==> config.mk <==
export PLATFORM = sky130hd
export DESIGN_NAME = i2c_target_mem
export DESIGN_NICKNAME = d
export VERILOG_FILES = /design/src/rtl/i2c_target_pkg.sv /design/src/rtl/i2c_bus_sync.sv /design/src/rtl/i2c_target_mem.sv
export SDC_FILE = /design/constraint.sdc
export NUM_CORES = 1
export LEC_CHECK = 0
export BUFFER_PORTS_ARGS = -buffer_cell sky130_fd_sc_hd__buf_2
export CAP_MARGIN = 20
export CORE_MARGIN = 1.5
export CORE_UTILIZATION = 46
export CTS_CLUSTER_SIZE = 40
export DETAILED_ROUTE_END_ITERATION = 12
export HOLD_SLACK_MARGIN = 0.05
export PLACE_DENSITY = 0.59
export SETUP_SLACK_MARGIN = 0.15
export SKIP_CTS_REPAIR_TIMING = 1
export SYNTH_ARGS = -nofsm -noshare
export SYNTH_HDL_FRONTEND = slang
export SYNTH_SLANG_ARGS = --single-unit
==> constraint.sdc <==
create_clock -name clk_i -period 4.5 [get_ports clk_i]
set_input_delay 0.45 -clock clk_i [delete_from_list [all_inputs] [get_ports clk_i]]
set_output_delay 0.45 -clock clk_i [all_outputs]
set_load 0.01 [all_outputs]
==> src/rtl/i2c_target_pkg.sv <==
// Shared types and constants for the I2C register-file target.
// The state enum is used by the top-level FSM; R/W constants decode the address byte LSB.
package i2c_target_pkg;

    typedef enum logic [2:0] {
        IDLE,
        ADDR,
        ADDR_ACK,
        WR_DATA,
        WR_ACK,
        RD_DATA,
        RD_ACK,
        IGNORE
    } state_t;

    localparam logic I2C_WRITE = 1'b0;
    localparam logic I2C_READ  = 1'b1;

endpackage

==> src/rtl/i2c_bus_sync.sv <==
// Two-flop synchronizers for raw SCL/SDA plus registered edge and START/STOP flags.
// All flags are one-cycle pulses, three clocks after the pin change.
module i2c_bus_sync (
    input  logic clk_i,
    input  logic rst_n_i,
    input  logic scl_i,
    input  logic sda_i,
    output logic sda_o,
    output logic scl_rise_o,
    output logic scl_fall_o,
    output logic start_o,
    output logic stop_o
);

    logic r_scl_meta, r_scl_sync, r_scl_prev;
    logic r_sda_meta, r_sda_sync, r_sda_prev;
    logic r_scl_rise, r_scl_fall, r_start, r_stop;
    logic w_scl_steady_high;

    // SCL high on both samples means no SCL edge this cycle, so an SDA edge
    // coinciding with an SCL edge is never mistaken for START/STOP.
    assign w_scl_steady_high = r_scl_sync & r_scl_prev;

    always_ff @(posedge clk_i or negedge rst_n_i) begin
        if (!rst_n_i) begin
            r_scl_meta <= 1'b1;
            r_scl_sync <= 1'b1;
            r_scl_prev <= 1'b1;
            r_sda_meta <= 1'b1;
            r_sda_sync <= 1'b1;
            r_sda_prev <= 1'b1;
            r_scl_rise <= 1'b0;
            r_scl_fall <= 1'b0;
            r_start    <= 1'b0;
            r_stop     <= 1'b0;
        end else begin
            r_scl_meta <= scl_i;
            r_scl_sync <= r_scl_meta;
            r_scl_prev <= r_scl_sync;
            r_sda_meta <= sda_i;
            r_sda_sync <= r_sda_meta;
            r_sda_prev <= r_sda_sync;
            r_scl_rise <= r_scl_sync & ~r_scl_prev;
            r_scl_fall <= ~r_scl_sync & r_scl_prev;
            r_start    <= w_scl_steady_high & r_sda_prev & ~r_sda_sync;
            r_stop     <= w_scl_steady_high & ~r_sda_prev & r_sda_sync;
        end
    end

    // r_sda_prev is the SDA level aligned with the registered flags.
    assign sda_o      = r_sda_prev;
    assign scl_rise_o = r_scl_rise;
    assign scl_fall_o = r_scl_fall;
    assign start_o    = r_start;
    assign stop_o     = r_stop;

endmodule

==> src/rtl/i2c_target_mem.sv <==
// I2C target with a small register file: first written byte sets the pointer,
// further bytes write or read with auto-increment. No clock stretching.
module i2c_target_mem
    import i2c_target_pkg::*;
#(
    parameter int                        I2C_ADDR_WIDTH = 7,
    parameter int                        I2C_DATA_WIDTH = 8,
    parameter logic [I2C_ADDR_WIDTH-1:0] TARGET_ADDR    = 7'h22,
    parameter int                        MEM_DEPTH      = 16,
    localparam int                       PTR_W          = $clog2(MEM_DEPTH)
) (
    input  logic                      clk_i,
    input  logic                      rst_n_i,
    input  logic                      scl_i,
    input  logic                      sda_i,
    output logic                      scl_o,
    output logic                      sda_o,
    output logic                      busy_o,
    output logic                      addr_hit_o,
    output logic                      wr_valid_o,
    output logic [PTR_W-1:0]          wr_ptr_o,
    output logic [I2C_DATA_WIDTH-1:0] wr_data_o
);

    localparam int                DW       = I2C_DATA_WIDTH;
    localparam int                CNT_W    = $clog2(DW) + 1;
    localparam logic [CNT_W-1:0]  LAST_BIT = CNT_W'(DW - 1);

    logic w_sda, w_scl_rise, w_scl_fall, w_start, w_stop;

    i2c_bus_sync u_sync (
        .clk_i      (clk_i),
        .rst_n_i    (rst_n_i),
        .scl_i      (scl_i),
        .sda_i      (sda_i),
        .sda_o      (w_sda),
        .scl_rise_o (w_scl_rise),
        .scl_fall_o (w_scl_fall),
        .start_o    (w_start),
        .stop_o     (w_stop)
    );

    state_t             r_state, w_state_next;
    logic [DW-1:0]      r_shift, w_shift_next, w_shift_in, w_rd_byte;
    logic [CNT_W-1:0]   r_bit_cnt, w_bit_cnt_next;
    logic [PTR_W-1:0]   r_ptr, w_ptr_next;
    logic               r_rw, w_rw_next;
    logic               r_first, w_first_next;
    logic               r_sda, w_sda_next;
    logic               r_busy, w_busy_next;
    logic               r_addr_hit, w_addr_hit_next;
    logic               r_wr_valid, w_wr_valid_next;
    logic [PTR_W-1:0]   r_wr_ptr, w_wr_ptr_next;
    logic [DW-1:0]      r_wr_data, w_wr_data_next;
    logic               w_mem_we;
    logic [DW-1:0]      r_mem [MEM_DEPTH];

    assign w_shift_in = {r_shift[DW-2:0], w_sda};
    assign w_rd_byte  = r_mem[r_ptr];

    always_ff @(posedge clk_i or negedge rst_n_i) begin
        if (!rst_n_i) begin
            r_state    <= IDLE;
            r_shift    <= '0;
            r_bit_cnt  <= '0;
            r_ptr      <= '0;
            r_rw       <= I2C_WRITE;
            r_first    <= 1'b0;
            r_sda      <= 1'b1;
            r_busy     <= 1'b0;
            r_addr_hit <= 1'b0;
            r_wr_valid <= 1'b0;
            r_wr_ptr   <= '0;
            r_wr_data  <= '0;
            for (int i = 0; i < MEM_DEPTH; i++) r_mem[i] <= '0;
        end else begin
            r_state    <= w_state_next;
            r_shift    <= w_shift_next;
            r_bit_cnt  <= w_bit_cnt_next;
            r_ptr      <= w_ptr_next;
            r_rw       <= w_rw_next;
            r_first    <= w_first_next;
            r_sda      <= w_sda_next;
            r_busy     <= w_busy_next;
            r_addr_hit <= w_addr_hit_next;
            r_wr_valid <= w_wr_valid_next;
            r_wr_ptr   <= w_wr_ptr_next;
            r_wr_data  <= w_wr_data_next;
            if (w_mem_we) r_mem[r_ptr] <= w_shift_in;
        end
    end

    always_comb begin
        w_state_next    = r_state;
        w_shift_next    = r_shift;
        w_bit_cnt_next  = r_bit_cnt;
        w_ptr_next      = r_ptr;
        w_rw_next       = r_rw;
        w_first_next    = r_first;
        w_sda_next      = r_sda;
        w_busy_next     = r_busy;
        w_addr_hit_next = 1'b0;
        w_wr_valid_next = 1'b0;
        w_wr_ptr_next   = r_wr_ptr;
        w_wr_data_next  = r_wr_data;
        w_mem_we        = 1'b0;

        if (w_start) begin
            w_state_next   = ADDR;
            w_bit_cnt_next = '0;
            w_busy_next    = 1'b1;
            w_sda_next     = 1'b1;
        end else if (w_stop) begin
            w_state_next = IDLE;
            w_busy_next  = 1'b0;
            w_sda_next   = 1'b1;
        end else begin
            unique case (r_state)
                ADDR: if (w_scl_rise) begin
                    w_shift_next   = w_shift_in;
                    w_bit_cnt_next = r_bit_cnt + 1'b1;
                    if (r_bit_cnt == LAST_BIT) begin
                        if (w_shift_in[DW-1 -: I2C_ADDR_WIDTH] == TARGET_ADDR) begin
                            w_addr_hit_next = 1'b1;
                            w_rw_next       = w_shift_in[0];
                            w_state_next    = ADDR_ACK;
                        end else begin
                            w_state_next = IGNORE;
                        end
                    end
                end
                // Two falls in the ACK slot: the first pulls SDA low, the
                // second ends the ACK; r_sda tells which one this is.
                ADDR_ACK: if (w_scl_fall) begin
                    if (r_sda) begin
                        w_sda_next = 1'b0;
                    end else begin
                        w_bit_cnt_next = '0;
                        if (r_rw == I2C_READ) begin
                            w_state_next = RD_DATA;
                            w_shift_next = w_rd_byte;
                            w_sda_next   = w_rd_byte[DW-1];
                        end else begin
                            w_state_next = WR_DATA;
                            w_sda_next   = 1'b1;
                            w_first_next = 1'b1;
                        end
                    end
                end
                WR_DATA: if (w_scl_rise) begin
                    w_shift_next   = w_shift_in;
                    w_bit_cnt_next = r_bit_cnt + 1'b1;
                    if (r_bit_cnt == LAST_BIT) begin
                        w_state_next = WR_ACK;
                        if (r_first) begin
                            w_ptr_next   = w_shift_in[PTR_W-1:0];
                            w_first_next = 1'b0;
                        end else begin
                            w_mem_we        = 1'b1;
                            w_wr_valid_next = 1'b1;
                            w_wr_ptr_next   = r_ptr;
                            w_wr_data_next  = w_shift_in;
                            w_ptr_next      = r_ptr + 1'b1;
                        end
                    end
                end
                WR_ACK: if (w_scl_fall) begin
                    if (r_sda) begin
                        w_sda_next = 1'b0;
                    end else begin
                        w_sda_next     = 1'b1;
                        w_state_next   = WR_DATA;
                        w_bit_cnt_next = '0;
                    end
                end
                RD_DATA: if (w_scl_fall) begin
                    if (r_bit_cnt == LAST_BIT) begin
                        w_sda_next   = 1'b1;
                        w_state_next = RD_ACK;
                        w_ptr_next   = r_ptr + 1'b1;
                    end else begin
                        w_shift_next   = r_shift << 1;
                        w_sda_next     = r_shift[DW-2];
                        w_bit_cnt_next = r_bit_cnt + 1'b1;
                    end
                end
                RD_ACK: begin
                    if (w_scl_rise && w_sda) begin
                        w_state_next = IGNORE;
                    end else if (w_scl_fall) begin
                        w_state_next   = RD_DATA;
                        w_shift_next   = w_rd_byte;
                        w_sda_next     = w_rd_byte[DW-1];
                        w_bit_cnt_next = '0;
                    end
                end
                default: ;
            endcase
        end
    end

    assign scl_o      = 1'b1;
    assign sda_o      = r_sda;
    assign busy_o     = r_busy;
    assign addr_hit_o = r_addr_hit;
    assign wr_valid_o = r_wr_valid;
    assign wr_ptr_o   = r_wr_ptr;
    assign wr_data_o  = r_wr_data;

endmodule
* Word-level counts from Yosys, hierarchy flattened
Cells that the tools add are included.
** Cells by class
- Add/sub/neg operators :: 2
- Magnitude comparators :: 2
- Equal/unequal tests :: 41
- Multiplexer cells :: 80
- Bitwise operators :: 15
- Reduce and logical (&&, ||, !) cells :: 19
** Operators with widths (count)
- $bwmux 128 :: 1
- $mux 4 :: 14
- $mux 7 :: 8
- $mux 3 :: 16
- $bmux 8 s4 :: 1
- $demux 8 s4 :: 1
- $mux 1 :: 30
- $pmux 7 s4 :: 1
- $mux 8 :: 3
- $ne 4x1->1 const B :: 6
- $ne 4x2->1 const B :: 6
- $pmux 3 s6 :: 1
- $reduce_and 6->1 :: 3
- $pmux 4 s4 :: 1
- $ne 2x2->1 const B :: 7
- $ne 2x1->1 const B :: 6
- $ne 3x1->1 const B :: 4
- $reduce_and 12->1 :: 1
- $reduce_and 11->1 :: 1
- $eq 3x3->1 const B :: 3
- $ne 3x2->1 const B :: 3
- $reduce_and 9->1 :: 1
- $add 4x1->4 const B :: 2
- $pmux 4 s2 :: 1
- other kinds (21) :: 38
** Word-level totals
- Register bits after elaboration :: 174
- Output and inout bits :: 17
- Word-level logic and storage cells :: 197

* Logic depth before layout (Yosys ltp)
- Word-level depth :: 10
- Gate-level depth with buffers :: 9

* By module
From an unflattened synthesis, not the netlist that was laid out.
** Second synthesis, totals
- Cell total of the unflattened synthesis :: 626
- Area total of the unflattened synthesis :: 8256.7 um2
** By module, submodules not included
- i2c_target_mem :: instances 1, cells each 612, area each 7966.4 um2, sequential area each 4105.2 um2
- i2c_bus_sync :: instances 1, cells each 14, area each 290.3 um2, sequential area each 257.7 um2

* Worst setup path before layout
OpenSTA, ideal clock, no wires.
- Path kind :: register -> register
- From :: reg r_ptr[0]
- To :: reg r_mem[10] (netlist bit)
- Arrival time :: 1853 ps
- Data required time :: 4372 ps
- Setup slack :: 2519 ps
- Stages on the path, launching flop included :: 10
- Clock period less this slack :: 1981 ps
- Path through :: dfrtp_1 buf_4 buf_4 buf_4 inv_1 ha_1 nand2_1 nor2_2 nand2_2 mux2_1
** On the way
- Cells in the longest elaborated chain, start to end :: 6
** Ends and longest elaborated chain
- from (decl) :: line i2c_target_mem.sv:46 : logic [PTR_W-1:0] r_ptr, w_ptr_next;
- from (signal assigned) :: line i2c_target_mem.sv:80 : r_ptr <= w_ptr_next;
- $not 4->5 (implied by the code) (*) :: line i2c_target_mem.sv:89 : if (w_mem_we) r_mem[r_ptr] <= w_shift_in;
- $ge 5x5->1 (implied by the code) / $lt 5x1->1 (equally long branches) :: line i2c_target_mem.sv:89
- $logic_and 1x1->1 (implied by the code) :: line i2c_target_mem.sv:89
- $mux 8 (implied by the code) :: line i2c_target_mem.sv:89
- $demux 8 s4 (*) :: line i2c_target_mem.sv:89
- $bwmux 128 (*) :: line i2c_target_mem.sv:89
- to (signal, indexed assignment) :: line i2c_target_mem.sv:89
- to (decl) :: line i2c_target_mem.sv:56 : logic [DW-1:0] r_mem [MEM_DEPTH];
Mark *: on every way between the ends. The rest lies on a longest branch, timed or not.
A chain may end at the register's enable or synchronous reset.

* Worst setup path in the final report
- From :: reg r_ptr[1]
- To :: reg r_mem[3] (netlist bit)
The elaborated chain is that of the path after synthesis.

==> results.md <==
* Status: finished clean
* Setup TNS Final at 0 ns
* DRC Markers at 0
* Worst skew pair latency at around 0.43 ns
* WL final at between 15 and 20 mm
* Post-synth top cells: dfrtp_1 (167), mux2_2 (136), mux2i_1 (40)
* Maxcap violations at 0
* Initial Utilization at approximately 47%
* Min-Delay Path Class: primary input to asynchronous set/reset pin
* Pin count of the biggest net entering global routing at 76
* Crit path max-delay family: flip-flops
* Worst Setup Start Kind: flip-flop
* Row cnt at just under 50
* Post-route cell area at a little over 9000 um^2
* Most numerous cell in the Yosys netlist: dfrtp_1
* TritonRoute pass-1 iters at 7
* First-pass GRT wire length at 30.2 mm
* Core Util, Final at approximately 51%
* Worst VDD drop at 0.219 mV
* Routability cong. at about 0.84
* RSZ-0062 raised after global routing: no
* Vias in the first global route at 5272
* Critical path's slowest cell: dfrtp_2
* H-tree depth at 4
* Overall die area at around 19000 um^2
* Critical Path, Cell by Cell: buf_4 -> ha_1 -> nand2_1 -> nor2_2 -> nand2_2 -> mux2_1
* Layout cell share with drive strength beyond 1 at a little over a third
* Post-synth top flop: dfrtp_1
* Total global routing overflow at 0
* Gr usage total at between 20% and 30%
* Vias/cell at roughly 6
* Total number of vias at 5236
* Seq/Total Area, Yosys at between 50% and 60%
* Reg2reg start: r_ptr[1]$_DFFE_PN0P_
* Reg2reg end: r_mem[3]$_DFFE_PN0P_
* Synth Cell Area at ~8300 um^2
* Max FO, Critical Path at 30
* Slew Viols, Final at 0
* DR top layer: met4
* Final Critical Period at between 2 and 3 ns
* Fillers at roughly 1600
* Slew of the pin with the lowest slew margin at 1.05 ns
* Hold WS at 0.0336 ns
* Total CTS buffers at 17
* Power Total at approximately 3.6 mW
* Unique masters post-synth at 64
* Endpoints failing setup at 0
* Max Fclk at approximately 370 MHz
* ANT nets after route at 0
* Area post-placement at 8560 um^2
* Sinks on Clock Net at 174
* Die Wd at 138 um
* Core area at 17900 um^2
* Largest cells by area after synthesis: dfrtp_1 (50%), mux2_2 (18%), mux2i_1 (4.8%)
* Die H at ~140 um
* Pleak at 4.17 nW
* Synth top area share at around half
* P&R area growth vs syn at 9.02%
* CP Capture Type: flip-flop
* #FFs+latches synth at about 170
* Critical path data required time at between 4 and 5 ns
* Clk slew on worst S/H paths at around 0.070 ns
* Iter 0 DRT Violations at ~420
* Crit share post-route at approximately 60%
* Routed wl met3 at approximately 740 um
* Syn Nets at ~660
* Worst path buffer plus inverter count at 1
* Pwr/cell area at about 390 nW/um^2
* Synth area leader: dfrtp_1
* Root buf cell: clkbuf_16
* WL met1 at slightly above 9 mm
* CTS tree: built
* N_diodes at 0
* Syn_area_per_cell at 12.8 um^2
* Yosys warns at 0
* Port Buffers at 19
* Asr flop ratio synth at 100%
* Reg2Reg Depth at 6
* Clock Tree Buf Depth at 2
* IO Count at 21
* Final hold violation count at 0
* Slew HR at a little under a third
* Crit path DAT at roughly 3 ns
* Synthesized instance count at 650
* Crit-path max cell delay at ~0.87 ns
* Met2 wire length at roughly 8.7 mm
* Post-synth EDFFs at 0
* Antenna violations before repair at 0
* Fin nets at 660
* Crit Path Class: flip-flop to flip-flop
* DP HPWL at between 10 and 15 mm
* R2R Setup Slk at 1.80 ns
* WL/cell at roughly 21 um
* Clk_skew at between 0.01 and 0.015 ns
==> worst max path at each step <==
stage,from,end,slack [ns],depth (start not counted)
global placement,r_ptr[1]$_DFFE_PN0P_,r_mem[7]$_DFFE_PN0P_,1.85,6
finish,r_ptr[1]$_DFFE_PN0P_,r_mem[3]$_DFFE_PN0P_,1.80,6
CTS,r_ptr[1]$_DFFE_PN0P_,r_mem[2]$_DFFE_PN0P_,1.79,6
detailed placement,r_ptr[1]$_DFFE_PN0P_,r_mem[2]$_DFFE_PN0P_,1.79,6
floorplan,r_ptr[0]$_DFFE_PN0P_,r_mem[10]$_DFFE_PN0P_,2.52,9
global route,r_ptr[1]$_DFFE_PN0P_,r_mem[2]$_DFFE_PN0P_,1.65,6
==> area by class of cell <==
type	instances	area, um^2	share of cell area (%)
Inverter	10	37.5	0.412
Clock buffer	20	457	5.02
Tap cell	229	287	3.15
Multi-Input combinational cell	424	3730	41.0
Sequential cell	174	4370	48.0
Timing Repair Buffer	24	139	1.53
Clock inverter	12	86.3	0.949
==> through the flow <==
stage / instances / setup WS (ns)
after global placement: 861 / 1.85
after floorplan: 650 / 2.52
after CTS: 893 / 1.79
after global routing: 893 / 1.65
final: 893 / 1.80
after detailed placement: 861 / 1.79
==> metal layers <==
layer / track usage (%) / vias to the layer above
li1: - / 2372
met1: 30.7 / 2711
met2: 32.9 / 131
met3: 4.86 / 22
met4: 6.25 / 0
met5: 0 / -
==> state kept, by name, indices dropped and copies added, names as in the netlist, 3 cells and up <==
register / cells
r_ptr: 4
r_shift: 7
r_mem: 128
wr_ptr_o: 4
r_state: 3
wr_data_o: 8
r_bit_cnt: 4
==> report_power, final <==
| group | internal [mW] | switching, mW | total, mW |
|---|---|---|---|
| clock network | 0.738 | 0.622 | 1.36 |
| registers | 1.62 | 0.247 | 1.87 |
| logic | 0.155 | 0.208 | 0.363 |
| total | 2.51 | 1.08 | 3.59 |
==> cell usage in the layout, fill, tap and decap left out, types with 16 or more instances in the layout <==
cell,n
dfrtp_1,165
mux2_2,136
mux2i_1,40
nand2_1,30
a21oi_1,23
nor2_1,19
o21ai_0,18
buf_2,18
clkbuf_16,17
nand2_2,16
==> kinds of logic (layout without fill, tap and decap cells) <==
kind of cell | count (synthesis) | after routing | synth area share, %
flops | 174 | 174 | 52.3
simple gates | 129 | 129 | 8.32
mux | 198 | 198 | 27.7
buf+inv | 52 | 66 | 3.06
other cells | 1 | 1 | 0.0449
fa+ha+maj | 6 | 6 | 0.869
compound gates | 90 | 90 | 7.72
Note: power is estimated with default switching activity, not from simulation.
